===== src/rtl/imm_ext_pipe.sv =====
// LEGv8 immediate extractor with a one-deep valid/ready output register
// and a saturating count of accepted illegal instructions.
module imm_ext_pipe #(
    parameter int N        = 64,
    parameter int BR_SHIFT = 0,
    parameter int CNT_W    = 8
) (
    input  logic             clk,
    input  logic             reset,
    input  logic             in_valid,
    output logic             in_ready,
    input  logic [31:0]      instr,
    output logic             out_valid,
    input  logic             out_ready,
    output logic [N-1:0]     imm,
    output logic [2:0]       fmt,
    output logic             illegal,
    input  logic             clr_count,
    output logic [CNT_W-1:0] err_count
);

    localparam logic [6:0]       NW   = 7'(N);
    localparam logic [CNT_W-1:0] CMAX = '1;

    logic             w_is_d;
    logic             w_is_cb;
    logic             w_is_b;
    logic             w_is_i;
    logic             w_is_iw;
    logic             w_iw_ok;
    logic [6:0]       w_iw_top;
    logic [N-1:0]     w_d_ext;
    logic [N-1:0]     w_cb_ext;
    logic [N-1:0]     w_b_ext;
    logic [N-1:0]     w_i_ext;
    logic [N-1:0]     w_iw_ext;
    logic [N-1:0]     w_imm;
    logic [2:0]       w_fmt;
    logic             w_illegal;
    logic             w_acc;

    logic             r_valid;
    logic [N-1:0]     r_imm;
    logic [2:0]       r_fmt;
    logic             r_illegal;
    logic [CNT_W-1:0] r_cnt;

    assign w_is_d  = (instr[31:21] == 11'b111_1100_0010) ||
                     (instr[31:21] == 11'b111_1100_0000);
    assign w_is_cb = (instr[31:25] == 7'b1011_010);
    assign w_is_b  = (instr[31:26] == 6'b000101);
    assign w_is_i  = (instr[31:22] == 10'b1001000100) ||
                     (instr[31:22] == 10'b1101000100);
    assign w_is_iw = (instr[31:23] == 9'b110100101);

    // MOVZ is only legal when the shifted halfword fits inside N bits
    assign w_iw_top = {1'b0, instr[22:21], 4'b0000} + 7'd16;
    assign w_iw_ok  = (w_iw_top <= NW);

    assign w_d_ext  = {{(N-9){instr[20]}}, instr[20:12]};
    assign w_i_ext  = {{(N-12){1'b0}}, instr[21:10]};
    assign w_iw_ext = {{(N-16){1'b0}}, instr[20:5]}
                      << {instr[22:21], 4'b0000};
    assign w_cb_ext = (BR_SHIFT != 0)
                      ? ({{(N-19){instr[23]}}, instr[23:5]} << 2)
                      : {{(N-19){instr[23]}}, instr[23:5]};
    assign w_b_ext  = (BR_SHIFT != 0)
                      ? ({{(N-26){instr[25]}}, instr[25:0]} << 2)
                      : {{(N-26){instr[25]}}, instr[25:0]};

    always_comb begin
        w_imm     = '0;
        w_fmt     = 3'd0;
        w_illegal = 1'b0;
        unique case (1'b1)
            w_is_d: begin
                w_imm = w_d_ext;
                w_fmt = 3'd1;
            end
            w_is_cb: begin
                w_imm = w_cb_ext;
                w_fmt = 3'd2;
            end
            w_is_b: begin
                w_imm = w_b_ext;
                w_fmt = 3'd3;
            end
            w_is_i: begin
                w_imm = w_i_ext;
                w_fmt = 3'd4;
            end
            w_is_iw: begin
                if (w_iw_ok) begin
                    w_imm = w_iw_ext;
                    w_fmt = 3'd5;
                end else begin
                    w_illegal = 1'b1;
                end
            end
            default: w_illegal = 1'b1;
        endcase
    end

    assign in_ready = !r_valid || out_ready;
    assign w_acc    = in_valid && in_ready;

    always_ff @(posedge clk or negedge reset) begin
        if (!reset) begin
            r_valid   <= 1'b0;
            r_imm     <= '0;
            r_fmt     <= 3'd0;
            r_illegal <= 1'b0;
            r_cnt     <= '0;
        end else begin
            if (w_acc) begin
                r_valid   <= 1'b1;
                r_imm     <= w_imm;
                r_fmt     <= w_fmt;
                r_illegal <= w_illegal;
            end else if (out_ready) begin
                r_valid <= 1'b0;
            end
            if (clr_count) begin
                r_cnt <= '0;
            end else if (w_acc && w_illegal && (r_cnt != CMAX)) begin
                r_cnt <= r_cnt + 1'b1;
            end
        end
    end

    assign out_valid = r_valid;
    assign imm       = r_imm;
    assign fmt       = r_fmt;
    assign illegal   = r_illegal;
    assign err_count = r_cnt;

endmodule

===== config.mk =====
export PLATFORM = sky130hd
export DESIGN_NAME = imm_ext_pipe
export DESIGN_NICKNAME = d
export VERILOG_FILES = /design/src/rtl/imm_ext_pipe.sv
export SDC_FILE = /design/constraint.sdc
export NUM_CORES = 1
export LEC_CHECK = 0
export CAP_MARGIN = 15
export CORE_MARGIN = 3
export CORE_UTILIZATION = 55
export DETAILED_ROUTE_END_ITERATION = 6
export DONT_BUFFER_PORTS = 1
export GPL_TIMING_DRIVEN = 0
export PLACE_DENSITY = 0.79
export SLEW_MARGIN = 20
export SYNTH_ARGS = -nofsm -noshare
export SYNTH_HDL_FRONTEND = slang
export SYNTH_SLANG_ARGS = --single-unit

===== constraint.sdc =====
create_clock -name clk -period 5.01 [get_ports clk]
set_input_delay 0.7515 -clock clk [delete_from_list [all_inputs] [get_ports clk]]
set_output_delay 0.7515 -clock clk [all_outputs]
set_load 0.005 [all_outputs]

==> results_dict.tcl <==
set metrics [dict create \
    status "finished, violations left" \
    violations "DRC" \
    ys_seq_area_share_pct 51.4 \
    io-pin-count 115 \
    finClkSkew_ns 0.0132 \
    dp_hpwl_um 7420 \
    cp_common_cell "buf_2" \
    avgSynthCellArea_um2 9.30 \
    synth_cells 403 \
    cellPowerDensity_nw_per_um2 306 \
    wl_met2_um 4880 \
    synth_top_family_by_area "compound AO/OA/AOI/OAI gates" \
    yosysTopAreaCell "dfrtp_1" \
    drt_iter0_markers 302 \
    synth_fa_ha_area_share_pct 0.334 \
    finalSetupTns_ns 0 \
    hold_viol 0 \
    synth_common_cells "dfrtp_1 (77), a21oi_1 (65), nand2_1 (62), o21ai_0 (36), o21ai_1 (25)" \
    cts_setup_buffers 0 \
    cts_tree "done" \
    peakVddDrop_mv 0.234 \
    synth_seq_cells 77 \
    synthArstFlopShare_pct 100 \
    clkTransAtPathRegs_ns 0.09 \
    path_delay_family "simple AND/OR/NAND/NOR gates" \
    tightest_slew_ns 0.579 \
    dr.pass1.iters 7 \
    cp.arrival_ns 2.72 \
    die_y_um 88.6 \
    path_cells "buf_2 > nor4b_1 > and3_1 > or4b_4 > buf_2 > nor3_1 > mux2_2" \
    vias 3282 \
    end_kind "register" \
    rows 29 \
    leakagePower_uw 0.00164 \
    cts_hold_buf 0 \
    antenna-diode-count 0 \
    synthesis.nets 441 \
    cts_buffers 9 \
    grt_max_degree 78 \
    grt_first_pass_wirelength_um 16600 \
    hp-class "in -> async" \
    clockBufferDepth 2 \
    worstRegToRegCells 6 \
    routed_wl_um 10600 \
    synth_compound_area_share_pct 25.3 \
    worst_path_max_delay_cell "or4b_4" \
    synthDominantCellAreaShare_pct 51.4 \
    slew_headroom_pct 61.0 \
    cts-root-buf "clkbuf_8" \
    setup_viol 0 \
    gp_congestion 0.905 \
    netlist_area_um2 3750 \
    h-tree-depth 3 \
    timing.final.crit_share_pct 49.4 \
    max_freq_mhz 404 \
    rsz0062_at_grt "false" \
    synth-main-ff-cell "dfrtp_1" \
    overflow 0 \
    worst-setup-path-type "in -> reg" \
    coreArea_um2 6460 \
    critPathMaxFanout 10 \
    cp.required_ns 5.25 \
    synth_edf_count 0 \
    layout_min_cycle_time_ns 2.47 \
    critPathLaunchType "input pin" \
    grt_use_total_pct 28.2 \
    grt_pass1_vias 3140 \
    die_w_um 88.6 \
    initial_utilization_pct 58.0 \
    max-cap-violations 0 \
    layout-drive-gt1-share_pct 10.5 \
    synth_simple_gate_area_share_pct 17.4 \
    die_area_um2 7840 \
    synthMostInstantiatedCell "dfrtp_1" \
    io_buffers 0 \
    synth_mux_area_share_pct 0.901 \
    area_growth_pct 8.68 \
    drc 7 \
    yosys.area_share.xor_xnor_pct 0 \
    wl_met3_um 1330 \
    cpPeakStageDelay_ns 0.57 \
    clk_latency_ns 0.36 \
    synth.distinct_cells 43 \
    drv_slew 0 \
    ctsResizeCount 0 \
    synthTopCellsByArea "dfrtp_1 (51%), a21oi_1 (8.7%), nand2_1 (6.2%)" \
    whs_ns 0.0733 \
    topRoutingLayerUsed "met4" \
    postRouteAntennaNets 0 \
    path_depth 7 \
    drt-met1-wl_um 4090 \
    fin_nets 452 \
    yosysWarnings 0 \
    crit_buf_inv 2 \
    cts.sinks 77 \
    wl_per_cell_um 21.4 \
    drt-vias-per-instance 6.62 \
    antenna_found_initial 0 \
]
[cells in the final DEF, fill, tap and decap left out, types with 3 or more instances in the layout]
| master | instances |
|---|---|
| and2_1 | 3 |
| clkbuf_1 | 20 |
| nand2b_1 | 3 |
| nor3_1 | 3 |
| a221o_1 | 5 |
| o21ai_0 | 36 |
| nor2_1 | 15 |
| mux2_2 | 3 |
| or4_1 | 3 |
| a222oi_1 | 8 |
| nand2_1 | 62 |
| o21ai_1 | 25 |
| a21oi_1 | 65 |
| dfrtp_1 | 77 |
| buf_2 | 12 |
| nand3_1 | 6 |
| buf_6 | 3 |
| and3_1 | 4 |
| clkbuf_8 | 9 |
| nor2b_1 | 5 |
| a221oi_1 | 11 |
| o31ai_1 | 3 |
[worst paths after layout]
| kind | endpoint | slack [ns] | start |
|---|---|---|---|
| setup / recovery | err_count[6] | 2.54 | instr[21] |
| hold / removal | imm[14] | 0.07 | reset |
| setup reg to reg | err_count[6] | 2.92 | err_count[3] |
| hold reg to reg | imm[35] | 0.51 | imm[35] |
| max in group asynchronous | fmt[2] | 4.83 | reset |
| min in group clk | out_valid | 0.51 | in_valid |
[logic make-up after synthesis]
| kind of cell | Yosys count |
|---|---|
| AO/OA/AOI/OAI | 161 |
| buffers and inverters | 37 |
| AND/OR/NAND/NOR | 124 |
| flip-flops | 77 |
| multiplexers | 3 |
| adder cells (fa/ha/maj) | 1 |
[area by class of cell]
type                            count  area [um^2]
Multi-Input combinational cell    289         1650
Sequential cell                    77         1930
Buffer                             35          169
Fill cell                         556         2380
Clock inverter                      7          105
Inverter                            2         7.51
Clock buffer                        9          124
Tap cell                           77         96.3
[state kept, by name, summed over array words and instances (netlist names)]
signal / cells
fmt: 3
illegal: 1
out_valid: 1
err_count: 8
imm: 64
[where the power goes]
part | switching (uW) | internal, uW | total, uW
Sequential | 12.3 | 633 | 646
Clock | 253 | 288 | 541
Combinational | 39.1 | 20.7 | 59.8
[routing by layer]
metal,up-vias,GRT usage (%)
met4,0,10.9
met2,198,42.9
li1,1489,-
met1,1563,36.8
met5,-,0
met3,32,10.3
[stage by stage]
step / total power [uW] / setup slack (ns) / cells / util, % / area (um^2)
after floorplan: 700 / 2.44 / 403 / - / 3750
final: 1250 / 2.54 / 496 / 63.1 / 4070
after CTS: 1250 / 2.58 / 496 / 63.1 / 4070
after global routing: 1300 / 2.36 / 496 / 63.1 / 4070
after global placement: 715 / 2.19 / 480 / 59.5 / 3840
after detailed placement: 717 / 2.19 / 480 / 59.5 / 3840
No activity file was read; power rests on OpenSTA's default activity.
